<file path="src/rtl/word_packer_if.sv">
// Byte-in / word-out bus of the word packer.
// The upstream byte stream and the downstream async-FIFO write port share one bundle.
// The slave side is the packer; the master side is whatever drives bytes and owns the FIFO.
interface word_packer_if;
  // upstream byte stream
  logic [7:0]  in_data;
  logic        in_valid;
  logic        in_last;
  logic        in_ready;

  // downstream FIFO write port
  logic [15:0] fifo_data;
  logic        fifo_wr_en;
  logic        fifo_full;

  // status
  logic        frame_done;
  logic [15:0] word_count;

  modport slave (
    input  in_data,
    input  in_valid,
    input  in_last,
    output in_ready,
    output fifo_data,
    output fifo_wr_en,
    input  fifo_full,
    output frame_done,
    output word_count
  );

  modport master (
    output in_data,
    output in_valid,
    output in_last,
    input  in_ready,
    input  fifo_data,
    input  fifo_wr_en,
    output fifo_full,
    input  frame_done,
    input  word_count
  );
endinterface

</file>
<file path="src/rtl/word_packer.sv">
// Packs an 8-bit byte stream into 16-bit words, low byte first, for a
// downstream async FIFO.
// A frame that ends on a low byte is closed with PAD_BYTE as its high byte.
// A single holding register with a pending flag feeds the FIFO. It can be
// written out and reloaded on the same edge, so a continuous stream runs at
// one word every two byte cycles with no bubble.
module word_packer #(
  parameter logic [7:0] PAD_BYTE = 8'h00
) (
  input  logic         wr_clk,
  input  logic         wr_reset,
  word_packer_if.slave bus
);

  typedef enum logic {
    ST_LOW  = 1'b0,  // waiting for the low byte of a word
    ST_HIGH = 1'b1   // low byte captured, waiting for the high byte
  } state_t;

  state_t      state_reg;
  logic [7:0]  low_byte_reg;
  logic [15:0] hold_reg;
  logic        pending_reg;
  logic        last_word_reg;
  logic        frame_done_reg;
  logic [15:0] word_count_reg;

  logic        byte_accept;
  logic        word_write;
  logic        word_load;
  logic [15:0] load_word;

  // A full FIFO only stalls us when a word is actually waiting to go out.
  assign bus.in_ready = !pending_reg || !bus.fifo_full;
  assign byte_accept  = bus.in_valid && bus.in_ready;
  assign word_write   = pending_reg && !bus.fifo_full;

  // A word completes on the high byte, or early when the frame ends on a low byte.
  assign word_load    = byte_accept && ((state_reg == ST_HIGH) || bus.in_last);

  // Build each byte lane of the word being loaded.
  // Lane 0 holds the captured low byte in HIGH, otherwise the incoming byte.
  // Lane 1 holds the incoming byte in HIGH, otherwise the pad byte.
  for (genvar gi = 0; gi < 2; gi++) begin : g_lane
    if (gi == 0) begin : g_low
      assign load_word[gi*8 +: 8] = (state_reg == ST_HIGH) ? low_byte_reg : bus.in_data;
    end else begin : g_high
      assign load_word[gi*8 +: 8] = (state_reg == ST_HIGH) ? bus.in_data : PAD_BYTE;
    end
  end

  // Assembly FSM together with the output holding register, frame marker and word counter.
  always_ff @(posedge wr_clk or posedge wr_reset) begin
    if (wr_reset) begin
      state_reg      <= ST_LOW;
      low_byte_reg   <= 8'h00;
      hold_reg       <= 16'h0000;
      pending_reg    <= 1'b0;
      last_word_reg  <= 1'b0;
      frame_done_reg <= 1'b0;
      word_count_reg <= 16'h0000;
    end else begin
      // Every word leaving for the FIFO is counted; the counter wraps naturally.
      if (word_write) begin
        word_count_reg <= word_count_reg + 16'd1;
      end

      // Pulse one cycle after the closing word of a frame is written.
      frame_done_reg <= word_write && last_word_reg;

      // A reload takes priority over clearing, so write plus reload keeps pending set.
      if (word_load) begin
        hold_reg      <= load_word;
        pending_reg   <= 1'b1;
        last_word_reg <= bus.in_last;
      end else if (word_write) begin
        pending_reg   <= 1'b0;
      end

      // Byte assembly.
      // A lone last byte in LOW is padded out and leaves us in LOW.
      if (byte_accept) begin
        if (state_reg == ST_LOW) begin
          if (!bus.in_last) begin
            low_byte_reg <= bus.in_data;
            state_reg    <= ST_HIGH;
          end
        end else begin
          state_reg <= ST_LOW;
        end
      end
    end
  end

  assign bus.fifo_data  = hold_reg;
  assign bus.fifo_wr_en = pending_reg;
  assign bus.frame_done = frame_done_reg;
  assign bus.word_count = word_count_reg;

endmodule

</file>
<file path="src/flat_wrapper.sv">
// flat-port wrapper written by rule: the top's interface ports become plain ports
module word_packer_flat 
#(
  parameter logic [7:0] PAD_BYTE = 8'h00
)
  (wr_clk, wr_reset, bus_in_data, bus_in_valid, bus_in_last, bus_in_ready, bus_fifo_data, bus_fifo_wr_en, bus_fifo_full, bus_frame_done, bus_word_count);
  word_packer_if bus_i ();
  input  logic wr_clk;
  input  logic wr_reset;
  input wire logic [$bits(bus_i.in_data)-1:0] bus_in_data;
  input wire logic [$bits(bus_i.in_valid)-1:0] bus_in_valid;
  input wire logic [$bits(bus_i.in_last)-1:0] bus_in_last;
  output wire logic [$bits(bus_i.in_ready)-1:0] bus_in_ready;
  output wire logic [$bits(bus_i.fifo_data)-1:0] bus_fifo_data;
  output wire logic [$bits(bus_i.fifo_wr_en)-1:0] bus_fifo_wr_en;
  input wire logic [$bits(bus_i.fifo_full)-1:0] bus_fifo_full;
  output wire logic [$bits(bus_i.frame_done)-1:0] bus_frame_done;
  output wire logic [$bits(bus_i.word_count)-1:0] bus_word_count;
  assign bus_i.in_data = bus_in_data;
  assign bus_i.in_valid = bus_in_valid;
  assign bus_i.in_last = bus_in_last;
  assign bus_in_ready = bus_i.in_ready;
  assign bus_fifo_data = bus_i.fifo_data;
  assign bus_fifo_wr_en = bus_i.fifo_wr_en;
  assign bus_i.fifo_full = bus_fifo_full;
  assign bus_frame_done = bus_i.frame_done;
  assign bus_word_count = bus_i.word_count;
  word_packer #(.PAD_BYTE(PAD_BYTE)) u_core (.wr_clk(wr_clk), .wr_reset(wr_reset), .bus(bus_i));
endmodule
</file>
<file path="config.mk">
export PLATFORM = sky130hd
export DESIGN_NAME = word_packer_flat
export DESIGN_NICKNAME = d
export VERILOG_FILES = /design/src/rtl/word_packer_if.sv /design/src/rtl/word_packer.sv /design/src/flat_wrapper.sv
export SDC_FILE = /design/constraint.sdc
export NUM_CORES = 1
export LEC_CHECK = 0
export BUFFER_PORTS_ARGS = -buffer_cell sky130_fd_sc_hd__buf_4
export CORE_MARGIN = 10
export CORE_UTILIZATION = 40
export CTS_BUF_LIST = sky130_fd_sc_hd__clkbuf_16
export DETAILED_ROUTE_END_ITERATION = 7
export GPL_ROUTABILITY_DRIVEN = 1
export SYNTH_ARGS = -nofsm -noshare
export SYNTH_HDL_FRONTEND = slang
export SYNTH_SLANG_ARGS = --single-unit
</file>
<file path="constraint.sdc">
create_clock -name wr_clk -period 3.1 [get_ports wr_clk]
set_input_delay 0.62 -clock wr_clk [delete_from_list [all_inputs] [get_ports wr_clk]]
set_output_delay 0.62 -clock wr_clk [all_outputs]
set_load 0.02 [all_outputs]
</file>
==> flow_summary_export.csv <==
group,metric,value,unit
finish,final_common_cell,"buf_4",
sta,worst_pin_slew,0.913,ns
power,ir_worst_vdd,0.393,mV
critical_path,critPathRequiredTime,3.26,ns
finish,layout.nets,202,
clock_network,cts_inserted_buffers,5,
routing,dr.first_iter.drc_count,48,
finish,syn_to_final_growth,27.8,%
routing,ant_nets,0,
worst_hold_path,hold_class,"flip-flop to flip-flop",
synthesis,syn_area,1890,µm²
critical_path,cpPeakStageDelay,0.58,ns
synthesis,syn-instance-count,137,
routing,routedWlPerCell,16.3,µm
routing,drtPass1Iterations,4,
synthesis,syn_avg_cell_area,13.8,µm²
sta,min_period,1.64,ns
critical_path,end_kind,"flip-flop",
critical_path,cp-start-kind,"flip-flop",
routing,viasPerCell,5.09,
synthesis,synth_area_leaders,"dfrtp_1, mux2_2, xnor2_1, a22o_2, xor2_1",
clock_network,cts_setup_buffers,0,
floorplan,die_y,88.7,µm
critical_path,cp_max_fo,17,
critical_path,crit_chain,"o21ai_4 -> mux2_2",
routing,wirelength,3920,µm
placed_design,hpwlAfterDp,2900,µm
synthesis,synth_seq_cells,44,
routing,wl_met3,327,µm
floorplan,dieWidth,88.7,µm
global_routing,antenna_found_initial,0,
finish,drive_above_1_share,51.6,%
critical_path,critPathArrivalTime,1.80,ns
worst_hold_path,hold_start,"u_core.last_word_reg$_DFFE_PP0P_",
power,p_per_area,776,nW/µm²
clock_network,htree_levels,2,
routing,wl_met2,1890,µm
run,cap_violations,0,
floorplan,floorplan.initialDensity,42.4,%
placed_design,place_congestion,0.770,
clock_network,cts_tree,"yes",
global_routing,grt_pass1_wl,6740,µm
sta,skew,0.00302,ns
global_routing,grt_pass1_vias,1399,
routing,drc,0,
finish,diodes,0,
sta,rsz0062_at_grt,"false",
clock_network,cts_sinks,44,
floorplan,dieArea,7860,µm²
clock_network,cts_buffer_depth,2,
clock_network,ctsHoldBuffers,0,
placed_design,dpl_worst_slack,1.37,ns
synthesis,syn_nets,151,
floorplan,io_pins,48,
synthesis,ys_seq_area_share,58.4,%
sta,tns,0,ns
global_routing,grt_start_max_net_pins,45,
critical_path,startpoint,"u_core.state_reg$_DFFE_PP0P_",
synthesis,synth_cell_types,27,
critical_path,critical_path_class,"flip-flop to flip-flop",
placed_design,io_buffers,47,
sta,fmax,608,MHz
clock_network,clockRootBuffer,"clkbuf_16",
synthesis,synth_top_area_cell,"dfrtp_1",
clock_network,clk_pin_slew_worst_paths,0.06,ns
routing,highest_layer,"met4",
routing,wl_met1,1670,µm
sta,finalSetupViolCount,0,
status,status,"finished, final reports clean",
sta,final-hold-violation-count,0,
global_routing,grt-ovfl-total,0,
clock_network,ctsResizeCount,0,
global_routing,grt_usage,10.8,%
critical_path,timing.rr.start,"u_core.state_reg$_DFFE_PP0P_",
floorplan,core-area,4440,µm²
power,p_leak,1.17,nW
finish,most-common-layout-cells,"buf_4, dfrtp_1, mux2_2",
synthesis,synth_top_area_share,58.4,%
sta,worst_slack,1.46,ns
finish,final_core_util,54.2,%
sta,slew_headroom,39.1,%
sta,post-route-period-util,53.0,%
routing,vias,1221,
sta,drv_slew,0,
clock_network,insertion_delay,0.27,ns
critical_path,cp_slowest_cell,"dfrtp_1",
synthesis,ys_warn_count,0,
floorplan,rows,24,
worst max-delay path: cells and delay by family (launching register included):
kind | cells | cell delay [ns]
muxes | 1 | 0.39
DFF | 1 | 0.58
AOI/OAI and AO/OA | 1 | 0.55
cells by family after synthesis:
group                    share of synthesized area (%)
AO/OA/AOI/OAI                                     5.64
XOR/XNOR                                          6.97
adder cells (fa/ha/maj)                          0.663
buffers and inverters                             2.26
flip-flops                                        58.4
multiplexers                                      15.1
AND/OR/NAND/NOR                                   10.9
synth_stat cells:
library cell	count
inv_1	4
o21ai_0	2
nor2_1	5
buf_4	1
nand4_2	1
buf_8	1
xor2_1	4
mux2_4	1
mux2_2	24
nand3_1	5
nor2b_1	1
nand4_1	2
dfrtp_1	44
nand2_1	9
and2_1	2
buf_2	1
nand4b_4	1
xnor2_1	11
or2_2	1
and2_4	1
and3_1	1
nand2_2	2
ha_1	1
and3_2	1
a22o_2	8
o21ai_4	1
nor3_2	2
per-layer routing:
layer | vias up | global-route usage, %
met2 | 34 | 17.1
met3 | 5 | 4.23
met4 | 0 | 3.52
met5 | - | 0
li1 | 570 | -
met1 | 612 | 13.2
layout make-up:
type | count | area [µm²]
Fill cell | 402 | 2030
Clock buffer | 5 | 125
Tap cell | 52 | 65.1
Timing Repair Buffer | 47 | 353
Multi-Input combinational cell | 86 | 742
Sequential cell | 44 | 1100
Inverter | 4 | 15.0
Clock inverter | 2 | 8.76
power breakdown:
part           total (mW)  switching (mW)  internal (mW)  leakage, nW
clock network       0.480           0.191          0.289       0.0709
logic               0.558           0.274          0.285        0.539
registers           0.831           0.117          0.715        0.557
worst paths after layout:
check	endpoint	slack, ns	cells after the start
max	u_core.bus.fifo_data[3]$_DFFE_PP0P_	1.46	2
min	u_core.bus.frame_done$_DFF_PP0_	0.48	1
max reg2reg	u_core.bus.fifo_data[3]$_DFFE_PP0P_	1.46	2
min reg2reg	u_core.bus.frame_done$_DFF_PP0_	0.48	1
max in group asynchronous	u_core.bus.fifo_data[9]$_DFFE_PP0P_	1.98	2
min in group asynchronous	u_core.bus.frame_done$_DFF_PP0_	0.55	2
through the flow:
step / cell area [µm²] / std cells / power (mW) / hold slack [ns]
finish: 2410 / 240 / 1.87 / 0.478
global route: 2410 / 240 / 1.99 / 0.512
CTS: 2410 / 240 / 1.90 / 0.484
detailed placement: 2280 / 233 / 1.41 / 0.471
global placement: 2280 / 233 / 1.39 / 0.463
floorplan: 1890 / 137 / 1.17 / 0.454
Note: power is estimated with default switching activity, not from simulation.
